File: config.mk
export PLATFORM = sky130hd
export DESIGN_NAME = uart_rx
export DESIGN_NICKNAME = d
export VERILOG_FILES = /design/src/rtl/uart_pkg.sv /design/src/rtl/uart_sync.sv /design/src/rtl/uart_rx.sv
export SDC_FILE = /design/constraint.sdc
export NUM_CORES = 1
export LEC_CHECK = 0
export ABC_AREA = 1
export ABC_CLOCK_PERIOD_IN_PS = 1900
export BUFFER_PORTS_ARGS = -buffer_cell sky130_fd_sc_hd__buf_2
export CAP_MARGIN = 20
export CORE_MARGIN = 2
export CORE_UTILIZATION = 56
export DETAILED_ROUTE_END_ITERATION = 8
export PLACE_DENSITY = 0.77
export SYNTH_ARGS = -nofsm -noshare
export SYNTH_HDL_FRONTEND = slang
export SYNTH_SLANG_ARGS = --single-unit
File: constraint.sdc
create_clock -name clk -period 1.9 [get_ports clk]
set_clock_uncertainty 0.15 [all_clocks]
set_input_delay 0.19 -clock clk [delete_from_list [all_inputs] [get_ports clk]]
set_output_delay 0.19 -clock clk [all_outputs]
set_load 0.03 [all_outputs]
File: src/rtl/uart_pkg.sv
// Shared UART constants: FSM state encoding and oversampling tick positions.
// Used by both the receiver and the transmitter.
package uart_pkg;

  localparam int OVERSAMPLE = 16;
  localparam int CNT_W      = $clog2(OVERSAMPLE);
  localparam int MID_TICK   = OVERSAMPLE / 2 - 1;
  localparam int LAST_TICK  = OVERSAMPLE - 1;

  typedef logic [1:0] state_t;

  localparam state_t ST_IDLE  = 2'd0;
  localparam state_t ST_START = 2'd1;
  localparam state_t ST_DATA  = 2'd2;
  localparam state_t ST_STOP  = 2'd3;

  // Tick-counter value at which a bit is sampled in the given state.
  function automatic int sample_tick(input state_t st, input int os);
    if (st == ST_START) begin
      return os / 2 - 1;
    end else begin
      return os - 1;
    end
  endfunction

endpackage

File: src/rtl/uart_sync.sv
// Two-flop synchroniser for an asynchronous single-bit input.
// RESET_VAL is the level the output shows while in reset (idle level of the line).
module uart_sync #(
  parameter logic RESET_VAL = 1'b1
) (
  input  logic clk,
  input  logic reset,
  input  logic d_i,
  output logic q_o
);

  logic meta_q;
  logic sync_q;

  // Metastability filter: two back-to-back flops.
  always_ff @(posedge clk or negedge reset) begin
    if (!reset) begin
      meta_q <= RESET_VAL;
      sync_q <= RESET_VAL;
    end else begin
      meta_q <= d_i;
      sync_q <= meta_q;
    end
  end

  assign q_o = sync_q;

endmodule

File: src/rtl/uart_rx.sv
// UART receiver driven by a 16x oversampling tick: start detection, mid-bit sampling,
// stop check and a single-entry valid/ready holding register with overrun reporting.
module uart_rx
  import uart_pkg::*;
#(
  parameter int DATA_BITS  = 8,
  parameter int OVERSAMPLE = uart_pkg::OVERSAMPLE
) (
  input  logic                 clk,
  input  logic                 reset,
  input  logic                 rx_tick,
  input  logic                 rxd,
  output logic [DATA_BITS-1:0] rx_data,
  output logic                 rx_valid,
  input  logic                 rx_ready,
  output logic                 frame_err,
  output logic                 overrun
);

  localparam int               CW       = $clog2(OVERSAMPLE);
  localparam logic [CW-1:0]    CNT_ZERO = {CW{1'b0}};
  localparam logic [CW-1:0]    CNT_ONE  = {{(CW-1){1'b0}}, 1'b1};
  localparam logic [CW-1:0]    MID      = CW'(sample_tick(ST_START, OVERSAMPLE));
  localparam logic [CW-1:0]    LAST     = CW'(sample_tick(ST_DATA, OVERSAMPLE));
  localparam logic [2:0]       LAST_BIT = 3'(DATA_BITS - 1);

  logic                 rxd_sync_s;
  logic                 complete_s;

  logic                 prev_q,  prev_d;
  state_t               state_q, state_d;
  logic [CW-1:0]        cnt_q,   cnt_d;
  logic [2:0]           idx_q,   idx_d;
  logic [DATA_BITS-1:0] shift_q, shift_d;
  logic [DATA_BITS-1:0] data_q,  data_d;
  logic                 valid_q, valid_d;
  logic                 ferr_q,  ferr_d;
  logic                 ovr_q,   ovr_d;

  uart_sync #(
    .RESET_VAL (1'b1)
  ) u_rxd_sync (
    .clk   (clk),
    .reset (reset),
    .d_i   (rxd),
    .q_o   (rxd_sync_s)
  );

  // Frame FSM; prev_q holds the synced line at the previous tick so a held-low line never re-triggers.
  always_comb begin
    prev_d     = prev_q;
    state_d    = state_q;
    cnt_d      = cnt_q;
    idx_d      = idx_q;
    shift_d    = shift_q;
    complete_s = 1'b0;
    if (rx_tick) begin
      prev_d = rxd_sync_s;
      case (state_q)
        ST_IDLE: begin
          if (prev_q && !rxd_sync_s) begin
            state_d = ST_START;
            cnt_d   = CNT_ZERO;
          end else begin
            state_d = ST_IDLE;
          end
        end
        ST_START: begin
          if (cnt_q == MID) begin
            cnt_d   = CNT_ZERO;
            idx_d   = 3'd0;
            state_d = rxd_sync_s ? ST_IDLE : ST_DATA;
          end else begin
            cnt_d = cnt_q + CNT_ONE;
          end
        end
        ST_DATA: begin
          if (cnt_q == LAST) begin
            cnt_d   = CNT_ZERO;
            shift_d = {rxd_sync_s, shift_q[DATA_BITS-1:1]};
            if (idx_q == LAST_BIT) begin
              idx_d   = 3'd0;
              state_d = ST_STOP;
            end else begin
              idx_d = idx_q + 3'd1;
            end
          end else begin
            cnt_d = cnt_q + CNT_ONE;
          end
        end
        ST_STOP: begin
          if (cnt_q == LAST) begin
            cnt_d      = CNT_ZERO;
            state_d    = ST_IDLE;
            complete_s = 1'b1;
          end else begin
            cnt_d = cnt_q + CNT_ONE;
          end
        end
        default: begin
          state_d = ST_IDLE;
          cnt_d   = CNT_ZERO;
          idx_d   = 3'd0;
        end
      endcase
    end else begin
      state_d = state_q;
    end
  end

  // Holding register: a completing byte may replace one being drained in the same cycle.
  always_comb begin
    data_d  = data_q;
    valid_d = valid_q;
    ferr_d  = ferr_q;
    ovr_d   = 1'b0;
    if (complete_s) begin
      if (!valid_q || rx_ready) begin
        data_d  = shift_q;
        ferr_d  = !rxd_sync_s;
        valid_d = 1'b1;
      end else begin
        ovr_d = 1'b1;
      end
    end else if (valid_q && rx_ready) begin
      valid_d = 1'b0;
    end else begin
      valid_d = valid_q;
    end
  end

  // State and output registers.
  always_ff @(posedge clk or negedge reset) begin
    if (!reset) begin
      prev_q  <= 1'b1;
      state_q <= ST_IDLE;
      cnt_q   <= CNT_ZERO;
      idx_q   <= 3'd0;
      shift_q <= {DATA_BITS{1'b0}};
      data_q  <= {DATA_BITS{1'b0}};
      valid_q <= 1'b0;
      ferr_q  <= 1'b0;
      ovr_q   <= 1'b0;
    end else begin
      prev_q  <= prev_d;
      state_q <= state_d;
      cnt_q   <= cnt_d;
      idx_q   <= idx_d;
      shift_q <= shift_d;
      data_q  <= data_d;
      valid_q <= valid_d;
      ferr_q  <= ferr_d;
      ovr_q   <= ovr_d;
    end
  end

  assign rx_data   = data_q;
  assign rx_valid  = valid_q;
  assign frame_err = ferr_q;
  assign overrun   = ovr_q;

endmodule

# After elaboration in Yosys (flattened, before gate mapping)
# Cells that the tools add are included.
# totals
output_inout_bits	11
in_bits	5
word_cells	63
register_bits	31
# op_classes
n_addsub	2
eq_ne	12
mux	23
n_reduce_logical	15
# op_table
operator	n
4-bit two-way mux	3
4-bit one-hot mux with 3 select lines	1
2-bit two-way mux	5
2-bit inequality test (second input constant)	5
1-bit two-way mux	9
3-bit two-way mux	3
2-bit one-hot mux with 4 select lines	1
3-bit one-hot mux with 2 select lines	1
2-bit AND reduction	3
5-bit AND reduction	1
4-bit by 1-bit adder with 4-bit output (second input constant)	1
2-bit equality test (second input constant)	2
4-bit by 3-bit equality test with 1-bit output (second input constant)	1
4-bit equality test (second input constant)	1
4-bit AND reduction	1
2-bit nonzero test	2
3-bit by 1-bit adder with 3-bit output (second input constant)	1
3-bit equality test (second input constant)	1
3-bit AND reduction	1
2-bit by 1-bit equality test with 1-bit output (second input constant)	1
1-bit logical AND	2
1-bit logical NOT	2
2-bit logical NOT	1
2-bit by 1-bit inequality test with 1-bit output (second input constant)	1
other kinds (2)	2

# Logic depth before layout (Yosys ltp)
# depth
depth_word	6
depth_mapped	9

# By module
# Synthesis repeated with hierarchy kept, for this count alone.
# hier_totals
cells_unflattened	145
area_unflattened_um2	1382.6
# by_module_without_submodules
mod	area_per_inst_um2	cells_each	instances	seq_area_each_um2
uart_rx	1330.0	143	1	726.9
uart_sync	52.6	2	1	52.6

# Least setup slack after synthesis
# OpenSTA, ideal clock, no wires.
# synth_path
kind	register to register
from	register cnt_q[0]
to	register shift_q[3]
setup_time_ns	0.121
setup_slack_ns	0.427
n_path_buf	1
arrival_time_ns	1.202
stages_incl_launch_ff	8
period_less_slack_ns	1.473
path_cell_list	dfrtp_1 ha_1 nand3_4 nor2_4 nand2_2 buf_2 nand2_1 o21ai_1
# synth_via
elab_chain_len	2
# synth_rtl
element	line	source
from (decl)	uart_rx.sv:32	logic [CW-1:0] cnt_q, cnt_d;
from (signal assigned)	uart_rx.sv:147	cnt_q <= cnt_d;
4-bit equality test	uart_rx.sv:78	if (cnt_q == LAST) begin
3-bit AND reduction (no source line)	n/a	
to (signal assigned)	uart_rx.sv:139	shift_q <= {DATA_BITS{1'b0}};
to (signal assigned)	uart_rx.sv:149	shift_q <= shift_d;
to (decl)	uart_rx.sv:34	logic [DATA_BITS-1:0] shift_q, shift_d;
# Every way passes these cells.
# A chain may end at the register's enable or synchronous reset.

# Worst setup path after layout
# layout_path
from	register cnt_q[0]
to	register data_q[5], in the netlist rx_data[5]
# layout_via
elab_chain_len	5
# layout_rtl
element	line	source
4-bit equality test	uart_rx.sv:92	if (cnt_q == LAST) begin
1-bit two-way mux	uart_rx.sv:92	
1-bit two-way mux	uart_rx.sv:59	case (state_q)
1-bit two-way mux	uart_rx.sv:57	if (rx_tick) begin
2-bit AND reduction (no source line)	n/a	
to (signal assigned)	uart_rx.sv:140	data_q <= {DATA_BITS{1'b0}};
to (signal assigned)	uart_rx.sv:150	data_q <= data_d;
to (decl)	uart_rx.sv:35	logic [DATA_BITS-1:0] data_q, data_d;
# Every way passes these cells.

==> results.py <==
metrics = {
    "worst_setup_path": {
        "worstSetupPathType": "reg2reg",
        "crit_path_max_incr_delay_ns": 0.39,
        "path_cells": "ha_1, nand3_4, nor2_4, nand4_4, nand2_1, o21ai_2",
        "crit_slowest_cell": "dfrtp_1",
        "cp.arrival_ns": 1.79,
        "critPathBufInv": 0,
        "ff2ff_setup_slack_ns": 0.17,
        "start_kind": "flip-flop",
        "required_ns": 1.96,
        "worst-path-max-fanout": 19,
        "r2r-end": "rx_data[5]",
        "reg2reg_from": "cnt_q[0]",
        "critPathTopFamily": "simple AND/OR/NAND/NOR gates",
        "endpoint_kind": "flip-flop",
        "ff2ff_path_depth": 6,
    },
    "clocking": {
        "clock-sinks": 31,
        "clkTransAtPathRegs_ns": 0.10,
        "post_cts_resized": 0,
        "clockRootBuffer": "clkbuf_4",
        "htree_num_levels": 2,
        "cts_max_path_buffers": 2,
        "cts_buffers": 5,
        "cts_tree": "yes",
        "insertion_delay_ns": 0.33,
    },
    "timing": {
        "max_freq_mhz": 579,
        "finalSetupViolCount": 0,
        "slew_headroom_pct": 55.4,
        "worstMarginPinSlew_ns": 0.668,
        "fin_crit_ns": 1.73,
        "tns_ns": 0,
        "final_max_slew_viol_count": 0,
        "finalHoldViolCount": 0,
        "rsz0062_at_grt": "no",
        "period_share_pct": 90.9,
    },
    "global_routing": {
        "grt_pass1_vias": 923,
        "antenna_found_initial": 0,
        "grt_busiest_layer": "met2",
        "grt_util_met3_pct": 8.33,
        "met1_usage_pct": 25.4,
        "grt_util_all_layers_pct": 20.2,
        "grt_max_degree": 32,
        "grt_use_met2_pct": 30.9,
        "grt_overflow": 0,
        "grt_pass1_wl_um": 4000,
    },
    "logic_synthesis": {
        "synth_cells": 145,
        "ys_seq_area_share_pct": 56.4,
        "yosys_warnings": 0,
        "avgSynthCellArea_sq_um": 9.54,
        "ys_ff_latch": 31,
        "synth.distinct_cells": 24,
        "syn_area_sq_um": 1380,
        "syn_nets": 153,
    },
    "routing": {
        "wl_per_cell_um": 12.5,
        "viasPerCell": 5.14,
        "drt-total-wl_um": 2440,
        "drc_errors": 0,
        "drt_iter0_drc": 20,
        "vias": 1008,
        "first_pass_iters": 4,
        "antenna_left": 0,
    },
    "hold_path": {
        "worstHoldEndpoint": "rx_valid",
        "min_path_cells": 4,
        "min-delay-start": "rx_ready",
        "hp-class": "in2reg",
    },
    "power_and_ir_drop": {
        "swShare_pct": 32.9,
        "leakagePower_nw": 0.745,
        "peakVddDrop_v": 0.000665,
        "clock_power_share_pct": 24.5,
        "combPwrFrac_pct": 18.9,
        "power_switching_w": 0.000474,
        "p_seq_share_pct": 56.6,
        "p_int_w": 0.000967,
        "powerDensity_nw_per_um2": 939,
    },
    "placement": {
        "portBuffers": 15,
        "post_dp_cell_area_sq_um": 1460,
        "gp_congestion": 0.805,
        "hpwl_um": 1640,
    },
    "cells_and_area": {
        "design_area_sq_um": 1530,
        "layout.nets": 173,
        "diodes": 0,
        "drive_gt1_share_pct": 23.5,
        "syn2layout_area_growth_pct": 11.0,
    },
    "die": {
        "pin_count": 16,
        "die_w_um": 53.7,
        "core_sq_um": 2410,
        "num_rows": 18,
        "die_y_um": 53.7,
        "die-area_sq_um": 2880,
        "start_util_pct": 57.4,
    },
    "run_status": {
        "status": "finished, final reports clean",
    },
    "flow_run": {
        "cap_violations": 0,
    },
}
==> worst max-delay path by stage <==
stage,endpoint,depth (start not counted),slack [ns],startpoint
finish,rx_data[5],6,0.17,cnt_q[0]
global route,rx_data[5],6,0.02,cnt_q[0]
CTS,rx_data[5],6,0.16,cnt_q[0]
detailed placement,rx_data[7],6,0.19,cnt_q[0]
global placement,rx_data[7],6,0.26,cnt_q[0]
floorplan,shift_q[3],7,0.43,cnt_q[0]
==> synthesized netlist by cell type, drive strengths merged <==
master	number	share of area [%]
a22o	1	0.63
nor4	1	0.45
nand3	4	2.4
a21oi	4	1.4
nand4	1	1.5
buf	4	2.3
xor2	1	0.63
o22ai	1	0.45
nor2	9	3.2
nand2	44	12
inv	16	4.3
ha	3	2.7
o21ai	25	11
dfrtp	28	51
dfstp	3	5.7
==> cell type report <==
type                       count  area (sq um)
timing repair buffer          17          95.1
multi-input combinational     94           512
inverter                      16          60.1
tap                           30          37.5
clock buffer                   7          45.0
fill                         198           876
clock inverter                 1          5.00
sequential                    31           779
==> per-layer routing <==
layer	wire length (um)	part of all wire, %
met1	1140	47
met2	1170	48
met3	106	4.3
met4	29	1.2
met5	0	0
==> tightest hold or removal path: cells and delay by family <==
family | cells | cell delay [ns]
AND/OR/NAND/NOR | 2 | 0.22
buffers and inverters | 2 | 0.11
==> cells by family after synthesis <==
group                      after synthesis  synth area share [%]
and+or+nand+nor                         59                  19.6
AOI/OAI and AO/OA                       31                  14.0
DFF                                     31                  56.4
buffers and inverters                   20                  6.61
adders and majority gates                3                  2.72
xor gates and xnor gates                 1                 0.634
==> flip-flops by register name, indices dropped and copies added (netlist names), named ones only <==
name and flops:
frame_err 1, overrun 1, shift_q 8, rx_data 8
rx_valid 1, cnt_q 4, prev_q 1, idx_q 3
u_rxd_sync.meta_q 1, u_rxd_sync.q_o 1, state_q 1
==> stage by stage <==
stage               total power [W]  utilization (%)  hold slack, ns  worst slack, ns  instances
CTS                         0.00145             63.7          0.0690            0.162        196
floorplan                   0.00104                -          -0.256            0.427        145
global placement            0.00107             60.7           0.106            0.257        186
detailed placement          0.00109             60.7           0.110            0.194        186
global route                0.00155             63.7          0.0863           0.0156        196
finish                      0.00144             63.7          0.0760            0.173        196
==> repair_timing <==
| item | CTS | global route |
|---|---|---|
| setup buffers | 0 | 0 |
| hold buffers | 2 | 0 |
| hold endpoints to repair | 29 | 0 |
==> cell usage in the layout (no fill, tap or decap), drive strengths merged <==
master / Yosys / layout
nor4: 1 / 1
o21ai: 25 / 25
nand3: 4 / 4
nand4: 1 / 1
dfrtp: 28 / 28
a21oi: 4 / 4
dfstp: 3 / 3
a22o: 1 / 1
nand2: 44 / 44
nor2: 9 / 9
clkinv: 0 / 1
dlygate4sd3: 0 / 2
clkbuf: 0 / 7
buf: 4 / 15
ha: 3 / 3
inv: 16 / 16
xor2: 1 / 1
o22ai: 1 / 1
==> power by group through the flow <==
stage / logic [W] / clock network, W / registers (W)
3_3_place_gp: 0.000252 / 0 / 0.000821
4_1_cts: 0.000274 / 0.000367 / 0.000813
2_1_floorplan: 0.000264 / 0 / 0.000775
3_5_place_dp: 0.000267 / 0 / 0.000825
6_report: 0.000272 / 0.000352 / 0.000816
5_1_grt: 0.000317 / 0.000404 / 0.000826
No activity file was read; power rests on OpenSTA's default activity.
